`config.mk`:
```
export PLATFORM = sky130hd
export DESIGN_NAME = mlsu_meta_buf
export DESIGN_NICKNAME = d
export VERILOG_FILES = /design/src/rtl/mlsu_pkg.sv /design/src/rtl/mlsu_meta_buf.sv
export SDC_FILE = /design/constraint.sdc
export NUM_CORES = 1
export LEC_CHECK = 0
export ABC_CLOCK_PERIOD_IN_PS = 2960
export CAP_MARGIN = 20
export CORE_MARGIN = 8
export CORE_UTILIZATION = 55
export CTS_BUF_LIST = sky130_fd_sc_hd__clkbuf_8
export DETAILED_ROUTE_END_ITERATION = 10
export PLACE_DENSITY = 0.81
export SKIP_CTS_REPAIR_TIMING = 1
export SLEW_MARGIN = 40
export SYNTH_ARGS = -nofsm -noshare
export SYNTH_HDL_FRONTEND = slang
export SYNTH_SLANG_ARGS = --single-unit
```
`constraint.sdc`:
```
create_clock -name clk_i -period 2.96 [get_ports clk_i]
set_input_delay 0.592 -clock clk_i [delete_from_list [all_inputs] [get_ports clk_i]]
set_output_delay 0.592 -clock clk_i [all_outputs]
set_load 0.02 [all_outputs]
```
`src/rtl/mlsu_pkg.sv`:
```
// mlsu_pkg: shared types and constants for the MLSU datapath.
//   meta_glb_t   - global (request-level) meta word
//   meta_seglv_t - segment-level meta word
//   MetaBufDepth - default number of entries in the meta buffer
package mlsu_pkg;

    typedef logic [7:0] meta_glb_t;
    typedef logic [7:0] meta_seglv_t;

    localparam int unsigned MetaBufDepth = 4;

endpackage

```
`src/rtl/mlsu_meta_buf.sv`:
```
// mlsu_meta_buf: circular FIFO of {glb, seglv} meta pairs between the MLSU
// control machine and the data controller, presented first-word-fall-through.
//
// Ports:
//   clk_i         clock
//   rst_ni        asynchronous active-low reset (clears pointers only)
//   meta_valid_i  enqueue valid
//   meta_ready_o  enqueue ready, high when not full (from pointer registers only)
//   meta_glb_i    enqueue global meta
//   meta_seglv_i  enqueue segment meta
//   meta_valid_o  dequeue valid, high when not empty
//   meta_ready_i  dequeue ready
//   meta_glb_o    head global meta (don't-care while meta_valid_o is low)
//   meta_seglv_o  head segment meta (don't-care while meta_valid_o is low)
//   usage_o       number of occupied entries, 0..Depth
module mlsu_meta_buf #(
    parameter int unsigned Depth        = mlsu_pkg::MetaBufDepth,
    parameter type         meta_glb_t   = mlsu_pkg::meta_glb_t,
    parameter type         meta_seglv_t = mlsu_pkg::meta_seglv_t
) (
    input  logic                       clk_i,
    input  logic                       rst_ni,
    input  logic                       meta_valid_i,
    output logic                       meta_ready_o,
    input  meta_glb_t                  meta_glb_i,
    input  meta_seglv_t                meta_seglv_i,
    output logic                       meta_valid_o,
    input  logic                       meta_ready_i,
    output meta_glb_t                  meta_glb_o,
    output meta_seglv_t                meta_seglv_o,
    output logic [$clog2(Depth+1)-1:0] usage_o
);

    localparam int unsigned IdxW   = $clog2(Depth);
    localparam int unsigned PtrW   = IdxW + 1;
    localparam int unsigned UsageW = $clog2(Depth+1);

    meta_glb_t   glb_mem   [Depth];
    meta_seglv_t seglv_mem [Depth];

    // MSB of each pointer is a wrap bit; equal indices with differing wrap
    // bits means the writer has lapped the reader exactly once (full).
    logic [PtrW-1:0] wr_ptr;
    logic [PtrW-1:0] rd_ptr;
    logic            empty;
    logic            full;
    logic            enq;
    logic            deq;

    assign empty = (wr_ptr == rd_ptr);
    assign full  = (wr_ptr[IdxW-1:0] == rd_ptr[IdxW-1:0]) &&
                   (wr_ptr[IdxW] != rd_ptr[IdxW]);

    assign meta_ready_o = !full;
    assign meta_valid_o = !empty;

    assign enq = meta_valid_i && meta_ready_o;
    assign deq = meta_valid_o && meta_ready_i;

    always_ff @(posedge clk_i or negedge rst_ni) begin
        if (!rst_ni) begin
            wr_ptr <= '0;
            rd_ptr <= '0;
        end else begin
            if (enq) wr_ptr <= wr_ptr + PtrW'(1);
            if (deq) rd_ptr <= rd_ptr + PtrW'(1);
        end
    end

    // Data path carries no reset; entries are only meaningful between pointers.
    always_ff @(posedge clk_i) begin
        if (enq) begin
            glb_mem[wr_ptr[IdxW-1:0]]   <= meta_glb_i;
            seglv_mem[wr_ptr[IdxW-1:0]] <= meta_seglv_i;
        end
    end

    assign meta_glb_o   = glb_mem[rd_ptr[IdxW-1:0]];
    assign meta_seglv_o = seglv_mem[rd_ptr[IdxW-1:0]];

    // Modulo-2*Depth difference of the pointers is the occupancy.
    assign usage_o = UsageW'(wr_ptr - rd_ptr);

endmodule

```
Word level (Yosys, flattened, before mapping)
Memory sizes are Yosys's and may differ from the RTL's.
Index checks and enable logic that the tools add are counted.
Word-level totals
  RAM bits: 64
  bits in registers: 6
  input bits: 20
  bits in latches: 0
  bits in read-only memories: 0
  output and inout port bits: 21
  memories: 2
  word-level logic and storage cells: 17
Cells by class
  $mul: 0
  multiplexer cells: 2
  magnitude comparators: 0
  $add $sub $neg: 3
  equality and inequality tests: 3
  reduce and logical (&&, ||, !) cells: 5
  bitwise operators: 0
  div/mod/pow operators: 0
  shifts and indexed selects: 0
Memories
  glb_mem: words 4, bits a word 8, read ports 1, clocked after Yosys merged registers in 0, write ports 1, RTL line mlsu_meta_buf.sv:38  | meta_glb_t glb_mem [Depth];
  seglv_mem: words 4, bits a word 8, read ports 1, clocked after Yosys merged registers in 0, write ports 1, RTL line mlsu_meta_buf.sv:39  | meta_seglv_t seglv_mem [Depth];
Operator list (number)
  adder 3 x 1 -> 3 bit, second input constant: 2
  equality test 3 bit: 1
  logical AND 1 bit: 3
  subtractor 3 bit: 1
  equality test 2 bit: 1
  zero test 1 bit: 2
  2-to-1 mux 1 bit: 2
  inequality test 1 bit: 1

Logic depth before layout (Yosys ltp)
  word-level depth: 6
  depth in mapped cells: 7

Worst setup path before layout
OpenSTA, ideal clock, no wires.
  path type: reg2reg
  start point: reg rd_ptr[1]
  end point: mem glb_mem[3][0] (netlist bit), enable pin
  stages on the path, launching flop included: 7
  setup time: 0.374 ns
  arrival time: 1.929 ns
  setup slack: 0.658 ns
  cell sequence: dfrtp_1 buf_2 buf_2 inv_1 ha_1 nand3_1 and3_1
On the way
  word-level cells in the longest chain between the ends: 6
Ends and longest elaborated chain
  start: declaration: RTL line mlsu_meta_buf.sv:44  | logic [PtrW-1:0] rd_ptr;
  start signal: assignment: RTL line mlsu_meta_buf.sv:66  | if (deq) rd_ptr <= rd_ptr + PtrW'(1);
  equality test 2 bit: RTL line mlsu_meta_buf.sv:51  | assign full = (wr_ptr[IdxW-1:0] == rd_ptr[IdxW-1:0]) &&
  logical AND 1 bit: RTL line mlsu_meta_buf.sv:51
  zero test 1 bit: RTL line mlsu_meta_buf.sv:54  | assign meta_ready_o = !full;
  via meta_ready_o: RTL line mlsu_meta_buf.sv:24  | output logic meta_ready_o,
  logical AND 1 bit: RTL line mlsu_meta_buf.sv:57  | assign enq = meta_valid_i && meta_ready_o;
  2-to-1 mux 1 bit: RTL line mlsu_meta_buf.sv:72  | if (enq) begin
  2-to-1 mux 1 bit (implied by the code): RTL line mlsu_meta_buf.sv:73  | glb_mem[wr_ptr[IdxW-1:0]] <= meta_glb_i;
  end: declaration: RTL line mlsu_meta_buf.sv:38
The timed path passes the listed nets, and every way through them passes these cells.

Worst setup path in the final report
  start point: reg wr_ptr[0]
  end point: out usage_o[1]
On the way
  word-level cells in the longest chain between the ends: 1
Ends and longest elaborated chain
  start: declaration: RTL line mlsu_meta_buf.sv:43  | logic [PtrW-1:0] wr_ptr;
  start signal: assignment: RTL line mlsu_meta_buf.sv:65  | if (enq) wr_ptr <= wr_ptr + PtrW'(1);
  subtractor 3 bit: RTL line mlsu_meta_buf.sv:82  | assign usage_o = UsageW'(wr_ptr - rd_ptr);
  end: declaration: RTL line mlsu_meta_buf.sv:31  | output logic [$clog2(Depth+1)-1:0] usage_o
No other way between the ends.

==> results_dict.tcl <==
set metrics [dict create \
    start_util_pct 55.92 \
    crit_required_ns 2.37 \
    end_kind "output port" \
    skew_ns 0.005187 \
    antenna_found_initial 0 \
    place_hpwl_mm 3.424 \
    crit_top_cell "inv_1" \
    routedWlPerCell_um 19.57 \
    cp_top_family "buffers and inverters" \
    setup_violations 0 \
    wl_mm 4.931 \
    num_vias 1374 \
    grt_pass1_wl_mm 7.962 \
    ys_types 20 \
    area_growth_pct 23.00 \
    drtIter0Drc 107 \
    hold_viol 0 \
    cts_inserted_buffers 9 \
    ios 41 \
    ys_ff_latch 70 \
    max_cap_violations 0 \
    path_clk_slew_ns 0.07 \
    syn_inst 127 \
    drive_above_1_share_pct 13.74 \
    cpPeakStageDelay_ns 0.60 \
    tightest_slew_ns 0.4411 \
    place_ws_ns 0.4099 \
    die_h_um 87.37 \
    min_period_ns 2.841 \
    fmax_ghz 0.3520 \
    ir_worst_vdd_mv 1.321 \
    crit_chain "inv_1 > ha_1 > fa_1 > inv_1 > clkdlybuf4s50_1" \
    final_common_cell "edfxtp_1" \
    cts_tree "yes" \
    antenna_left 0 \
    max_slew_margin_pct 70.59 \
    rr_startpoint "rd_ptr[1]" \
    synth.cell_area_sq_um 2801 \
    power.density_nw_per_um2 1092 \
    yosysSeqAreaShare_pct 73.96 \
    layout_common_cells "edfxtp_1, clkdlybuf4s50_1, mux4_1" \
    avgSynthCellArea_sq_um 22.06 \
    clockBufferDepth 2 \
    grt_start_max_net_pins 17 \
    crit_start "wr_ptr[0]" \
    clk_latency_ns 0.33 \
    p_leak_nw 1.236 \
    num_rows 26 \
    tns_ns 0 \
    gr-total-overflow 0 \
    drtPass1Iterations 4 \
    cts_max_level 3 \
    drc 0 \
    status "finished, final reports clean" \
    core_area_sq_um 5010 \
    clkSinkCount 70 \
    nNetsFinal 208 \
    start_kind "flop" \
    grt_pass1_vias 1561 \
    synth_warnings 0 \
    fp.dieArea_sq_um 7634 \
    io_buffers 40 \
    cp_slowest_cell "clkdlybuf4s50_1" \
    crit_type "reg2out" \
    worst_slack_ns 0.1195 \
    grt_setup_unrepaired "false" \
    cp.depth 5 \
    insertedDiodeCount 0 \
    worst-path-max-fanout 4 \
    fin_crit_sh_pct 95.96 \
    worstHoldPathType "in2async" \
    chipWidth_um 87.37 \
    slew_viol_final 0 \
    root_buffer "clkbuf_8" \
    track_usage_pct 14.50 \
    worstRegToRegCells 5 \
    synth.net_count 155 \
    arrival_ns 2.25 \
    routabilityCongestion 0.8223 \
    vias_per_cell 5.452 \
    worst-path-buf-inv 3 \
]
logic make-up (layout without fill, tap and decap cells):
kind of cell	count (synthesis)	in the layout	share of synthesized area (%)
AO/OA/AOI/OAI	7	7	1.474
XOR/XNOR	5	5	1.563
adder cells (fa/ha/maj)	8	8	3.841
buffers and inverters	9	64	1.831
flip-flops	70	70	73.96
multiplexers	19	19	15.68
AND/OR/NAND/NOR	9	9	1.652
Yosys cell counts:
cell type | number | area, sq um
edfxtp_1 | 64 | 1922
mux4_1 | 12 | 315.3
ha_1 | 7 | 87.58
dfrtp_1 | 6 | 150.1
inv_1 | 5 | 18.77
and3_1 | 4 | 25.02
mux4_2 | 4 | 90.09
xnor2_1 | 4 | 35.03
mux2_2 | 3 | 33.78
nand2_1 | 3 | 11.26
a21oi_1 | 2 | 10.01
a31oi_1 | 2 | 12.51
buf_2 | 2 | 10.01
buf_6 | 2 | 22.52
nand3_1 | 2 | 10.01
fa_1 | 1 | 20.02
o21ai_0 | 1 | 5.000
o21ai_1 | 1 | 5.000
o21ai_2 | 1 | 8.760
xor2_1 | 1 | 8.760
where the power goes:
group | internal, W | total [W] | switching [W]
combinational | 0.000827 | 0.00170 | 0.000877
sequential | 0.00135 | 0.00146 | 0.000117
clock | 0.000281 | 0.000596 | 0.000315
total | 0.00245 | 0.00376 | 0.00131
cell type report:
| cell class | count | area (sq um) |
|---|---|---|
| multi-input cells | 48 | 678.2 |
| inverters | 5 | 18.77 |
| clock inverters | 4 | 17.52 |
| fillers | 344 | 1564 |
| clock buffers | 9 | 123.9 |
| well taps | 70 | 87.58 |
| flip-flops and latches | 70 | 2072 |
| repair buffers | 46 | 447.9 |
state kept, by name, indices dropped and copies added, names as in the netlist:
register,flops
glb_mem,32
rd_ptr,3
seglv_mem,32
wr_ptr,3
worst paths after layout:
| check | to | slack [ns] |
|---|---|---|
| setup / recovery | usage_o[1] | 0.12 |
| hold / removal | wr_ptr[2] | 0.50 |
| setup reg to reg | seglv_mem[3][6] | 0.66 |
| hold reg to reg | wr_ptr[0] | 0.55 |
| max in group asynchronous | wr_ptr[0] | 2.23 |
| min in group clk_i | wr_ptr[0] | 0.55 |
stage by stage:
stage	hold WS [ns]	total power [W]	instance area [sq um]	instances	utilization (%)
detailed placement	0.5372	0.003210	3302	239	65.91
finish	0.5030	0.003763	3446	252	68.78
global route	0.5125	0.003957	3446	252	68.78
CTS	0.4968	0.003802	3443	252	68.73
global placement	0.5164	0.003134	3302	239	65.91
floorplan	0.2964	0.002490	2801	127	-
metal layers:
| layer | vias up | wire length, um | part of all wire, % | track usage, % |
|---|---|---|---|---|
| li1 | 629 | - | - | - |
| met1 | 702 | 2015 | 41 | 15.38 |
| met2 | 33 | 2579 | 52 | 24.79 |
| met3 | 10 | 220 | 4.5 | 4.434 |
| met4 | 0 | 116 | 2.4 | 8.594 |
| met5 | - | 0 | 0 | 0 |
Note: power is estimated with default switching activity, not from simulation.
